`src/rtl/pong_engine_if.sv`:
```
// Raster, paddle and serve inputs plus colour, score and state outputs of the pong engine.
// The master side drives the controls and raster position; the slave side is the engine.
interface pong_engine_if;
    logic [7:0]  PADDLE_L_POS;
    logic [7:0]  PADDLE_R_POS;
    logic        SERVE;
    logic [10:0] PIXEL_H;
    logic [10:0] PIXEL_V;
    logic [2:0]  PIXEL;
    logic [3:0]  SCORE_L;
    logic [3:0]  SCORE_R;
    logic [1:0]  STATE;

    modport master (
        output PADDLE_L_POS, PADDLE_R_POS, SERVE, PIXEL_H, PIXEL_V,
        input  PIXEL, SCORE_L, SCORE_R, STATE
    );

    modport slave (
        input  PADDLE_L_POS, PADDLE_R_POS, SERVE, PIXEL_H, PIXEL_V,
        output PIXEL, SCORE_L, SCORE_R, STATE
    );
endinterface

```
`src/rtl/pong_engine.sv`:
```
// Pong engine: paddle clamping, ball motion per tick, scoring FSM and registered pixel colour.
// PIXEL follows PIXEL_H/V by one cycle; no backpressure, the raster free-runs.
module pong_engine #(
    parameter int H_ACTIVE    = 780,
    parameter int V_ACTIVE    = 480,
    parameter int BORDER      = 5,
    parameter int PADDLE_W    = 11,
    parameter int PADDLE_LEN  = 76,
    parameter int BALL_SIZE   = 17,
    parameter int TICK_DIV    = 91072,
    parameter int WIN_SCORE   = 7,
    parameter int PAUSE_TICKS = 64
) (
    input  logic         VGA_CLOCK,
    input  logic         RESET,
    pong_engine_if.slave bus
);
    typedef enum logic [1:0] {
        S_IDLE  = 2'd0,
        S_PLAY  = 2'd1,
        S_POINT = 2'd2,
        S_OVER  = 2'd3
    } state_t;

    localparam int TW   = $clog2(TICK_DIV + 1);
    localparam int PCW  = $clog2(PAUSE_TICKS + 1);
    localparam logic [TW-1:0]  TICK_LAST  = TW'(TICK_DIV - 1);
    localparam logic [PCW-1:0] PAUSE_LAST = PCW'(PAUSE_TICKS - 1);
    localparam logic [3:0]  WIN4    = 4'(WIN_SCORE);
    localparam logic [10:0] H_A     = 11'(H_ACTIVE);
    localparam logic [10:0] V_A     = 11'(V_ACTIVE);
    localparam logic [10:0] BRD     = 11'(BORDER);
    localparam logic [10:0] BS      = 11'(BALL_SIZE);
    localparam logic [10:0] PW      = 11'(PADDLE_W);
    localparam logic [10:0] PL      = 11'(PADDLE_LEN);
    localparam logic [10:0] CTR_H   = 11'((H_ACTIVE - BALL_SIZE) / 2);
    localparam logic [10:0] CTR_V   = 11'((V_ACTIVE - BALL_SIZE) / 2);
    localparam logic [10:0] LPAD_X  = 11'(BORDER + 5);
    localparam logic [10:0] RPAD_X  = 11'(H_ACTIVE - BORDER - 5 - PADDLE_W);
    localparam logic [10:0] TOP_MAX = 11'(V_ACTIVE - BORDER - PADDLE_LEN);
    localparam logic [10:0] R_LIM   = 11'(H_ACTIVE - BORDER);
    localparam logic [10:0] B_LIM   = 11'(V_ACTIVE - BORDER);
    localparam logic [10:0] BOT_LIM = 11'(V_ACTIVE - 1 - BORDER);
    localparam logic [10:0] NET_L   = 11'(H_ACTIVE / 2 - 1);
    localparam logic [10:0] NET_R   = 11'(H_ACTIVE / 2);

    state_t          state_q;
    logic [TW-1:0]   tick_cnt_q, tick_cnt_d;
    logic [PCW-1:0]  pause_q;
    logic [10:0]     ball_h_q, ball_v_q;
    logic            dh_q, dv_q, dh_d, dv_d;
    logic [3:0]      score_l_q, score_r_q;
    logic            serve_prev_q;
    logic [10:0]     pad_l_top_q, pad_r_top_q, pad_l_top_d, pad_r_top_d;
    logic [2:0]      pixel_q, pixel_d;
    logic            tick, ovl_l, ovl_r, miss_l, miss_r, bounce_l, bounce_r;
    logic            in_area, on_border, on_ball, on_pad, on_net;

    assign tick       = (tick_cnt_q == TICK_LAST);
    assign tick_cnt_d = tick ? '0 : tick_cnt_q + 1'b1;

    // Position code is doubled so 8 bits span the full playfield height.
    always_comb begin
        pad_l_top_d = {2'b00, bus.PADDLE_L_POS, 1'b0};
        pad_r_top_d = {2'b00, bus.PADDLE_R_POS, 1'b0};
        if (pad_l_top_d > TOP_MAX) pad_l_top_d = TOP_MAX;
        if (pad_r_top_d > TOP_MAX) pad_r_top_d = TOP_MAX;
    end

    assign ovl_l    = (ball_v_q < pad_l_top_q + PL) && (ball_v_q + BS > pad_l_top_q);
    assign ovl_r    = (ball_v_q < pad_r_top_q + PL) && (ball_v_q + BS > pad_r_top_q);
    assign miss_l   = (ball_h_q <= BRD);
    assign miss_r   = (ball_h_q + BS >= R_LIM);
    assign bounce_l = !dh_q && (ball_h_q == LPAD_X + PW) && ovl_l;
    assign bounce_r =  dh_q && (ball_h_q + BS == RPAD_X) && ovl_r;

    // Wall reflection is independent of the paddle one, so a corner hit flips both.
    always_comb begin
        dh_d = dh_q;
        dv_d = dv_q;
        if (bounce_l)      dh_d = 1'b1;
        else if (bounce_r) dh_d = 1'b0;
        if (ball_v_q <= BRD)               dv_d = 1'b1;
        else if (ball_v_q + BS >= BOT_LIM) dv_d = 1'b0;
    end

    assign in_area   = (bus.PIXEL_H < H_A) && (bus.PIXEL_V < V_A);
    assign on_border = (bus.PIXEL_H < BRD) || (bus.PIXEL_H >= R_LIM) ||
                       (bus.PIXEL_V < BRD) || (bus.PIXEL_V >= B_LIM);
    assign on_ball   = (state_q != S_OVER) &&
                       (bus.PIXEL_H >= ball_h_q) && (bus.PIXEL_H < ball_h_q + BS) &&
                       (bus.PIXEL_V >= ball_v_q) && (bus.PIXEL_V < ball_v_q + BS);
    assign on_pad    = ((bus.PIXEL_H >= LPAD_X) && (bus.PIXEL_H < LPAD_X + PW) &&
                        (bus.PIXEL_V >= pad_l_top_q) && (bus.PIXEL_V < pad_l_top_q + PL)) ||
                       ((bus.PIXEL_H >= RPAD_X) && (bus.PIXEL_H < RPAD_X + PW) &&
                        (bus.PIXEL_V >= pad_r_top_q) && (bus.PIXEL_V < pad_r_top_q + PL));
    assign on_net    = bus.PIXEL_V[4] && ((bus.PIXEL_H == NET_L) || (bus.PIXEL_H == NET_R));

    always_comb begin
        pixel_d = 3'b000;
        if (in_area) begin
            if (on_border)    pixel_d = 3'b100;
            else if (on_ball) pixel_d = 3'b001;
            else if (on_pad)  pixel_d = 3'b111;
            else if (on_net)  pixel_d = 3'b110;
        end
    end

    always_ff @(posedge VGA_CLOCK or posedge RESET) begin
        if (RESET) begin
            state_q      <= S_IDLE;
            tick_cnt_q   <= '0;
            pause_q      <= '0;
            ball_h_q     <= CTR_H;
            ball_v_q     <= CTR_V;
            dh_q         <= 1'b1;
            dv_q         <= 1'b1;
            score_l_q    <= '0;
            score_r_q    <= '0;
            serve_prev_q <= 1'b0;
            pad_l_top_q  <= '0;
            pad_r_top_q  <= '0;
            pixel_q      <= 3'b000;
        end else begin
            tick_cnt_q  <= tick_cnt_d;
            pad_l_top_q <= pad_l_top_d;
            pad_r_top_q <= pad_r_top_d;
            pixel_q     <= pixel_d;
            if (tick) begin
                serve_prev_q <= bus.SERVE;
                case (state_q)
                    S_IDLE: begin
                        ball_h_q <= CTR_H;
                        ball_v_q <= CTR_V;
                        if (bus.SERVE) state_q <= S_PLAY;
                    end
                    S_PLAY: begin
                        if (miss_l) begin
                            ball_h_q  <= CTR_H;
                            ball_v_q  <= CTR_V;
                            dh_q      <= 1'b0;
                            pause_q   <= '0;
                            score_r_q <= (score_r_q < WIN4) ? score_r_q + 4'd1 : score_r_q;
                            state_q   <= (score_r_q + 4'd1 >= WIN4) ? S_OVER : S_POINT;
                        end else if (miss_r) begin
                            ball_h_q  <= CTR_H;
                            ball_v_q  <= CTR_V;
                            dh_q      <= 1'b1;
                            pause_q   <= '0;
                            score_l_q <= (score_l_q < WIN4) ? score_l_q + 4'd1 : score_l_q;
                            state_q   <= (score_l_q + 4'd1 >= WIN4) ? S_OVER : S_POINT;
                        end else begin
                            dh_q     <= dh_d;
                            dv_q     <= dv_d;
                            ball_h_q <= dh_d ? ball_h_q + 11'd1 : ball_h_q - 11'd1;
                            ball_v_q <= dv_d ? ball_v_q + 11'd1 : ball_v_q - 11'd1;
                        end
                    end
                    S_POINT: begin
                        if (pause_q == PAUSE_LAST) begin
                            pause_q <= '0;
                            state_q <= bus.SERVE ? S_PLAY : S_IDLE;
                        end else begin
                            pause_q <= pause_q + 1'b1;
                        end
                    end
                    S_OVER: begin
                        if (bus.SERVE && !serve_prev_q) begin
                            score_l_q <= '0;
                            score_r_q <= '0;
                            ball_h_q  <= CTR_H;
                            ball_v_q  <= CTR_V;
                            dh_q      <= 1'b1;
                            dv_q      <= 1'b1;
                            state_q   <= S_IDLE;
                        end
                    end
                    default: state_q <= S_IDLE;
                endcase
            end
        end
    end

    assign bus.PIXEL   = pixel_q;
    assign bus.SCORE_L = score_l_q;
    assign bus.SCORE_R = score_r_q;
    assign bus.STATE   = state_q;
endmodule

```
`src/flat_wrapper.sv`:
```
// flat-port wrapper written by rule: the top's interface ports become plain ports
module pong_engine_flat 
#(
    parameter int H_ACTIVE    = 780,
    parameter int V_ACTIVE    = 480,
    parameter int BORDER      = 5,
    parameter int PADDLE_W    = 11,
    parameter int PADDLE_LEN  = 76,
    parameter int BALL_SIZE   = 17,
    parameter int TICK_DIV    = 91072,
    parameter int WIN_SCORE   = 7,
    parameter int PAUSE_TICKS = 64
)
  (VGA_CLOCK, RESET, bus_PADDLE_L_POS, bus_PADDLE_R_POS, bus_SERVE, bus_PIXEL_H, bus_PIXEL_V, bus_PIXEL, bus_SCORE_L, bus_SCORE_R, bus_STATE);
  pong_engine_if bus_i ();
  input  logic VGA_CLOCK;
  input  logic RESET;
  input wire logic [$bits(bus_i.PADDLE_L_POS)-1:0] bus_PADDLE_L_POS;
  input wire logic [$bits(bus_i.PADDLE_R_POS)-1:0] bus_PADDLE_R_POS;
  input wire logic [$bits(bus_i.SERVE)-1:0] bus_SERVE;
  input wire logic [$bits(bus_i.PIXEL_H)-1:0] bus_PIXEL_H;
  input wire logic [$bits(bus_i.PIXEL_V)-1:0] bus_PIXEL_V;
  output wire logic [$bits(bus_i.PIXEL)-1:0] bus_PIXEL;
  output wire logic [$bits(bus_i.SCORE_L)-1:0] bus_SCORE_L;
  output wire logic [$bits(bus_i.SCORE_R)-1:0] bus_SCORE_R;
  output wire logic [$bits(bus_i.STATE)-1:0] bus_STATE;
  assign bus_i.PADDLE_L_POS = bus_PADDLE_L_POS;
  assign bus_i.PADDLE_R_POS = bus_PADDLE_R_POS;
  assign bus_i.SERVE = bus_SERVE;
  assign bus_i.PIXEL_H = bus_PIXEL_H;
  assign bus_i.PIXEL_V = bus_PIXEL_V;
  assign bus_PIXEL = bus_i.PIXEL;
  assign bus_SCORE_L = bus_i.SCORE_L;
  assign bus_SCORE_R = bus_i.SCORE_R;
  assign bus_STATE = bus_i.STATE;
  pong_engine #(.H_ACTIVE(H_ACTIVE), .V_ACTIVE(V_ACTIVE), .BORDER(BORDER), .PADDLE_W(PADDLE_W), .PADDLE_LEN(PADDLE_LEN), .BALL_SIZE(BALL_SIZE), .TICK_DIV(TICK_DIV), .WIN_SCORE(WIN_SCORE), .PAUSE_TICKS(PAUSE_TICKS)) u_core (.VGA_CLOCK(VGA_CLOCK), .RESET(RESET), .bus(bus_i));
endmodule
```
`config.mk`:
```
export PLATFORM = sky130hd
export DESIGN_NAME = pong_engine_flat
export DESIGN_NICKNAME = d
export VERILOG_FILES = /design/src/rtl/pong_engine_if.sv /design/src/rtl/pong_engine.sv /design/src/flat_wrapper.sv
export SDC_FILE = /design/constraint.sdc
export NUM_CORES = 1
export LEC_CHECK = 0
export BUFFER_PORTS_ARGS = -buffer_cell sky130_fd_sc_hd__buf_4
export CAP_MARGIN = 40
export CORE_MARGIN = 10
export CORE_UTILIZATION = 65
export DETAILED_ROUTE_END_ITERATION = 10
export PLACE_DENSITY = 0.85
export SYNTH_ARGS = -nofsm -noshare
export SYNTH_HDL_FRONTEND = slang
export SYNTH_SLANG_ARGS = --single-unit
```
`constraint.sdc`:
```
create_clock -name VGA_CLOCK -period 8.8 [get_ports VGA_CLOCK]
set_input_delay 0 -clock VGA_CLOCK [delete_from_list [all_inputs] [get_ports VGA_CLOCK]]
set_output_delay 0 -clock VGA_CLOCK [all_outputs]
set_load 0.01 [all_outputs]
```
# == Word-level counts from Yosys, hierarchy flattened ==
# Index checks and enable logic that the tools add are counted.
# op_classes
add_sub_neg,12
n_eq_ne,20
n_mux,50
n_lt_le_gt_ge,32
reduce_logical,37
# op_table
cell,n
$mux 11,8
$lt 11x11->1,6
$pmux 11 s3,2
$ge 11x10->1 const B,3
$mux 4,6
$add 11x1->11 const B,2
$add 11x5->11 const B,2
$eq 11x9->1 const B,2
$ge 11x11->1,2
$ge 11x9->1,2
$ge 11x9->1 const B,2
$gt 11x9->1,2
$le 11x3->1 const B,2
$lt 11x10->1 const B,2
$lt 11x3->1 const B,2
$sub 11x1->11 const B,2
$mux 7,3
$add 9x7->10 const B,2
$logic_and 1x1->1,19
$gt 9x9->1 const B,2
$mux 9,2
$add 17x1->17 const B,1
$eq 17x17->1 const B,1
$mux 17,1
30 further kinds,73
# totals
inputBits,41
wordCells,164
out_inout_bits,13
reg_bits,80

# == Depth between registers and ports, before layout ==
# logic_depth
ltp_word,10
depth_mapped,23
ltp_nobuf,23

# == Worst setup path before layout ==
# Ideal clock, no wire load.
# synth_path
kind,reg-to-reg
from,register u_core.ball_v_q[0]
to,register u_core.ball_h_q[10]
period_less_slack_ns,5.001
required_ns,8.696
path_stages_with_launch,22
slack_ns,3.799
path_buffers,0
setup_ns,0.104
t_arrival_ns,4.898
cell_sequence,dfstp_2 ha_1 a31oi_2 nor4_1 xnor2_1 ha_1 nand4_1 nor2_1 a221o_1 a21oi_1 or4b_4 a211oi_4 ha_1 nor2b_1 o21ai_1 a21oi_1 or4_1 a31o_2 a21oi_1 xor2_1 nand3_1 o311ai_1
# synth_via
elab_chain_len,10
elab_cells_between_ends,15
cone_classes,1 x add/sub; 4 x order compare; 6 x mux; 4 x reduce/logical
# synth_lines
item,line,rtl
"start, declared",pong_engine.sv:50,"logic [10:0] ball_h_q, ball_v_q;"
"start signal, assigned",pong_engine.sv:156,ball_v_q <= dv_d ? ball_v_q + 11'd1 : ball_v_q - 11'd1;
$add 11x5->11,"pong_engine.sv:70, pong_engine.sv:71",
$gt 11x9->1,pong_engine.sv:71,assign ovl_r = (ball_v_q < pad_r_top_q + PL) && (ball_v_q + BS > pad_r_top_q);
$logic_and 1x1->1,pong_engine.sv:71,
$logic_and 1x1->1,pong_engine.sv:75,assign bounce_r = dh_q && (ball_h_q + BS == RPAD_X) && ovl_r;
$mux 1,pong_engine.sv:82,else if (bounce_r) dh_d = 1'b0;
$mux 1 *,pong_engine.sv:81,if (bounce_l) dh_d = 1'b1;
$mux 11 *,pong_engine.sv:155,ball_h_q <= dh_d ? ball_h_q + 11'd1 : ball_h_q - 11'd1;
$mux 11 *,pong_engine.sv:145,end else if (miss_r) begin
$mux 11 *,pong_engine.sv:138,if (miss_l) begin
$pmux 11 s3 *,pong_engine.sv:131,case (state_q)
"end signal, assigned",pong_engine.sv:155,
"end, declared",pong_engine.sv:50,
# Mark *: on every way between the ends. The rest lies on a longest branch, timed or not.
# A chain may end at the register's enable or synchronous reset.

# == Final worst setup path ==
# Ends and elaborated chain as after synthesis.

==> impl.org <==
** Status
- The run finished with clean final reports.

** Synth
- In the synthesized netlist the dominant register cell turns out to be sky130_fd_sc_hd__dfrtp_1.
- The cell count after synthesis came out at 889.
- Warning count from the yosys run :: 0
- For this run, asynchronously set or reset flops after synthesis account for 100.0%.
- Sequential elements use 26.09% of the synthesized area.
- sky130_fd_sc_hd__ha_1 takes more of the synthesized area than any other cell.
- Synthesis-stage register bit count :: 80
- Yosys mapped a number of flops with a built-in enable equal to 0.
- Post-synth cell types :: 67
- In this run the biggest area consumer among cell types represents about a quarter of the synthesized area.
- Synthesis produced a netlist with a net count of 1,084.
- Top cells by area, synth :: sky130_fd_sc_hd__ha_1 25%, sky130_fd_sc_hd__dfrtp_1 21%, sky130_fd_sc_hd__xnor2_1 5.4%, sky130_fd_sc_hd__dfstp_2 5.1%, sky130_fd_sc_hd__a21oi_1 3.4%
- Avg Cell Area, Syn :: 8.713 um^2
- The synthesized netlist occupies a cell area of 7746 um^2.

** Timing
- Maximum achievable frequency :: 176.8 MHz
- Total setup violations reported at the end of the flow :: 0
- For the pin with the worst max-slew slack, the measured transition is roughly 0.83 ns.
- Of the available clock period, the critical path in the final layout requires 64.27%.
- The clock arrives with 0.01048 ns of skew.
- The number of pins exceeding their max-slew limit in the final report is 0.
- Max-Slew Margin vs Limit :: 44.60%
- Adding up every negative setup slack in the final design gives 0 ns.
- Setup repair after global routing left no endpoint under its margin.
- Shortest clock period the worst path allows after layout :: 5.656 ns
- Hold timing on the final database bottoms out at a slack of ~0.037 ns.
- Number of hold violations in the final report :: 0

** Critical path
- Origin of the critical flop-to-flop path :: u_core.ball_v_q[0]$_DFFE_PP1P_
- Critical path startpoint category :: flop
- Worst reg-to-reg path cell count :: 21
- The worst setup path is captured at a flop.
- Data arrives at the worst endpoint at ~5.9 ns.
- Max FO, Critical Path :: 11
- Kind of critical path :: reg -> reg
- Worst path required time :: 9.05 ns
- Reg-to-reg setup timing slack :: 3.14 ns
- End of the worst register-to-register path :: u_core.ball_h_q[10]$_DFFE_PP0P_

** GRT
- Total global-route track usage :: 23.92%
- Met2 demand-to-capacity share in global routing :: a little under two fifths
- Antenna violations before repair :: 0
- Largest net degree at the start of global routing :: 68
- Met3 Usage GRT :: 4.976%
- After global routing the overflow that remains totals 0.
- Number of global-route vias before repair :: 6,591
- Wire length of the first global-routing pass :: 32,550 um
- In this run the most used layer during global routing was met2.
- For this run, global-route usage on met1 was measured as 31.57%.

** Routing
- Remaining antenna violation count after routing :: 0
- In the routed design, unresolved DRC markers number 0.
- In the routed layout, each cell is associated on average with a via count of 6.175.
- The routed design has 19,120 um of wire.
- In the final routed layout, each cell accounts on average for about 17 um.
- For this run, the detailed router's first-pass iteration total came to 5.
- Number of vias in the routed layout :: 6,817
- In this run, the number of DRC markers left after iteration 0 of detailed routing was 598.

** Pwr
- In this run the static leakage power is 0.004144 uW.
- In this run, the clock network consumes 42.1% of the power.
- Switching Power :: 250.1 uW
- In this run switching power makes up 27.12% of total power.
- VDD sags by at most 0.0001491 V.
- Of the total power, registers draw 41.0%.
- Cell internal pwr :: 672.1 uW
- Combinational logic burns 16.9% of the power.
- Power spread over the standard cell area amounts to 105.3 nW/um^2.

** Die
- Area of the die :: about 17,000 um^2
- Placeable core region :: between 10,000 and 15,000 um^2
- The initialized floorplan defines 39 standard-cell rows.
- between 50 and 60 I/O pins were placed.
- The floorplan step set the die width to 129.2 um.
- Die height :: 129.2 um
- For this configuration, the core starts out at a cell density of between 60 and 70%.

** Cells and area
- Registers take a little over 2000 um^2.
- The number of antenna diodes in the final layout is 0.
- Area taken by multi-input logic gates :: 5384 um^2
- Layout overhead on the synthesized area :: 13.08%
- The post-route netlist has between 10% and 20% of its cells at a drive strength greater than 1.
- Final net count :: 1,151
- With fillers left out, the area of the finished cells amounts to 8760 um^2.
- The filler cells instantiated in the layout total 868.

** CTS
- Postcts setup bufs :: 0
- TritonCTS clock tree :: built
- The H-tree was split into 3 levels.
- Number of clock sinks seen by CTS :: 80
- Buffers inserted during clock tree synthesis total 9.
- Clock network latency to the later pin of the worst-skew pair :: roughly 0.35 ns
- Clock buffer depth :: 2
- Worst-path clk slew :: 0.07 ns
- CTS root buffer :: sky130_fd_sc_hd__clkbuf_16

** Placement
- Final HPWL DP :: around 15,000 um
- Port buffering added 53 buffers.
- Post-DP Area :: 8272 um^2
- Final weighted congestion in routability-driven placement :: a little over 1

** Hold path
- Hold Crit Endpoint :: u_core.bus.PIXEL[2]$_DFF_PP0_
- Startpoint of the worst hold path :: bus_PIXEL_H[10]
- Hold-critical path depth :: 4
- Min-delay worst type :: in -> reg

** Run
- Number of maximum-capacitance violations :: 0
critical path, cell delays in order, from the launching register on:
cell and delay, ns:
sky130_fd_sc_hd__dfstp_2 0.65, sky130_fd_sc_hd__ha_1 0.25, sky130_fd_sc_hd__a31oi_2 0.16, sky130_fd_sc_hd__nor4_1 0.28, sky130_fd_sc_hd__xnor2_1 0.16, sky130_fd_sc_hd__ha_1 0.33, sky130_fd_sc_hd__nand4_1 0.10, sky130_fd_sc_hd__nor2_1 0.16
sky130_fd_sc_hd__a221o_1 0.16, sky130_fd_sc_hd__a21oi_1 0.08, sky130_fd_sc_hd__or4b_4 0.56, sky130_fd_sc_hd__a211oi_4 0.56, sky130_fd_sc_hd__ha_1 0.38, sky130_fd_sc_hd__nor2b_1 0.14, sky130_fd_sc_hd__o21ai_1 0.14, sky130_fd_sc_hd__a21oi_1 0.10
sky130_fd_sc_hd__or4_1 0.44, sky130_fd_sc_hd__a31o_2 0.25, sky130_fd_sc_hd__a21oi_1 0.17, sky130_fd_sc_hd__xor2_1 0.24, sky130_fd_sc_hd__nand3_1 0.12, sky130_fd_sc_hd__o311ai_1 0.12
how the worst max path moves through the flow:
| stage | startpoint | slack [ns] | end | depth (start not counted) |
|---|---|---|---|---|
| after floorplan | u_core.ball_v_q[0]$_DFFE_PP1P_ | 3.80 | u_core.ball_h_q[10]$_DFFE_PP0P_ | 21 |
| after global placement | u_core.ball_v_q[0]$_DFFE_PP1P_ | 3.41 | u_core.ball_h_q[10]$_DFFE_PP0P_ | 22 |
| after detailed placement | u_core.ball_v_q[0]$_DFFE_PP1P_ | 3.27 | u_core.ball_h_q[10]$_DFFE_PP0P_ | 21 |
| after CTS | u_core.ball_v_q[0]$_DFFE_PP1P_ | 3.19 | u_core.ball_h_q[10]$_DFFE_PP0P_ | 21 |
| after global routing | u_core.ball_v_q[0]$_DFFE_PP1P_ | 2.79 | u_core.ball_h_q[10]$_DFFE_PP0P_ | 22 |
| final | u_core.ball_v_q[0]$_DFFE_PP1P_ | 3.14 | u_core.ball_h_q[10]$_DFFE_PP0P_ | 21 |
logic make-up (layout without fill, tap and decap cells):
group / Yosys count / in the layout / share of synthesized area, %
buf+inv: 90 / 162 / 4.410
fa+ha+maj: 154 / 154 / 25.07
mux: 4 / 4 / 0.5653
xor+xnor: 64 / 64 / 7.236
compound gates: 232 / 232 / 19.12
flops: 80 / 80 / 26.09
simple gates: 265 / 265 / 17.51
placed cells by master (no fill, tap or decap), drive strengths merged, types with 4 or more instances in the layout:
cell type    count
ha             152
inv             71
o21ai           70
dfrtp           65
nand2           56
nor2            56
buf             56
a21oi           53
xnor2           48
nand3           27
nor3            25
nand4           20
dlygate4sd3     18
nand2b          16
a21o            16
xor2            16
nor2b           15
dfstp           15
o21a            13
a31oi           12
a211oi          11
clkbuf          11
nor4            10
and2             9
o31ai            7
o22ai            7
nand3b           5
or4              5
and3             5
o311ai           5
nor4b            4
o32ai            4
o21bai           4
o211ai           4
or2              4
a41oi            4
stage by stage:
stage	std cells	worst slack, ns	utilization, %	power, uW
finish	1104	3.144	75.74	922.2
global route	1104	2.793	75.74	965.0
CTS	1104	3.186	75.74	926.9
detailed placement	1070	3.272	71.52	530.0
global placement	1069	3.406	71.49	525.2
floorplan	889	3.799	-	473.6
area by class of cell:
cell class	instances	area share [%]
multi-input combinational	719	61.46
sequential	80	23.07
timing repair buffer	74	6.813
inverter	72	3.100
clock buffer	11	2.771
tap	143	2.043
clock inverter	5	0.7428
timing repair:
item	4_1_cts	5_1_grt
hold buffers	18	0
gates resized for setup	0	0
hold endpoints to repair	30	0
sequential cells by signal, summed over array words and instances (netlist names):
name,flops
u_core.pause_q,7
u_core.tick_cnt_q,17
u_core.bus.SCORE_L,4
u_core.ball_h_q,11
u_core.ball_v_q,11
u_core.pad_r_top_q,9
u_core.bus.PIXEL,3
u_core.serve_prev_q,1
u_core.bus.STATE,2
u_core.dv_q,1
u_core.pad_l_top_q,9
u_core.dh_q,1
u_core.bus.SCORE_R,4
routing by layer:
metal,wire length (um),vias up
li1,-,3385
met1,8604,3184
met2,8888,222
met3,1256,26
met4,373,0
met5,0,-
synth_stat cells (16+ instances only):
cell                       instances
sky130_fd_sc_hd__nor3_1           25
sky130_fd_sc_hd__nand2b_1         16
sky130_fd_sc_hd__a21oi_1          53
sky130_fd_sc_hd__o21ai_0          50
sky130_fd_sc_hd__a21o_1           16
sky130_fd_sc_hd__o21ai_1          20
sky130_fd_sc_hd__dfrtp_1          65
sky130_fd_sc_hd__nor2_1           56
sky130_fd_sc_hd__nand4_1          20
sky130_fd_sc_hd__xnor2_1          48
sky130_fd_sc_hd__xor2_1           16
sky130_fd_sc_hd__nand3_1          26
sky130_fd_sc_hd__nand2_1          56
sky130_fd_sc_hd__ha_1            152
sky130_fd_sc_hd__inv_1            66
power groups by stage:
stage | registers (uW) | logic [uW] | clock network (uW)
5_1_grt | 378 | 175 | 411
3_3_place_gp | 384 | 141 | 0
6_report | 379 | 156 | 388
3_5_place_dp | 385 | 145 | 0
2_1_floorplan | 383 | 90.9 | 0
4_1_cts | 378 | 153 | 396
No activity file was read; power rests on OpenSTA's default activity.
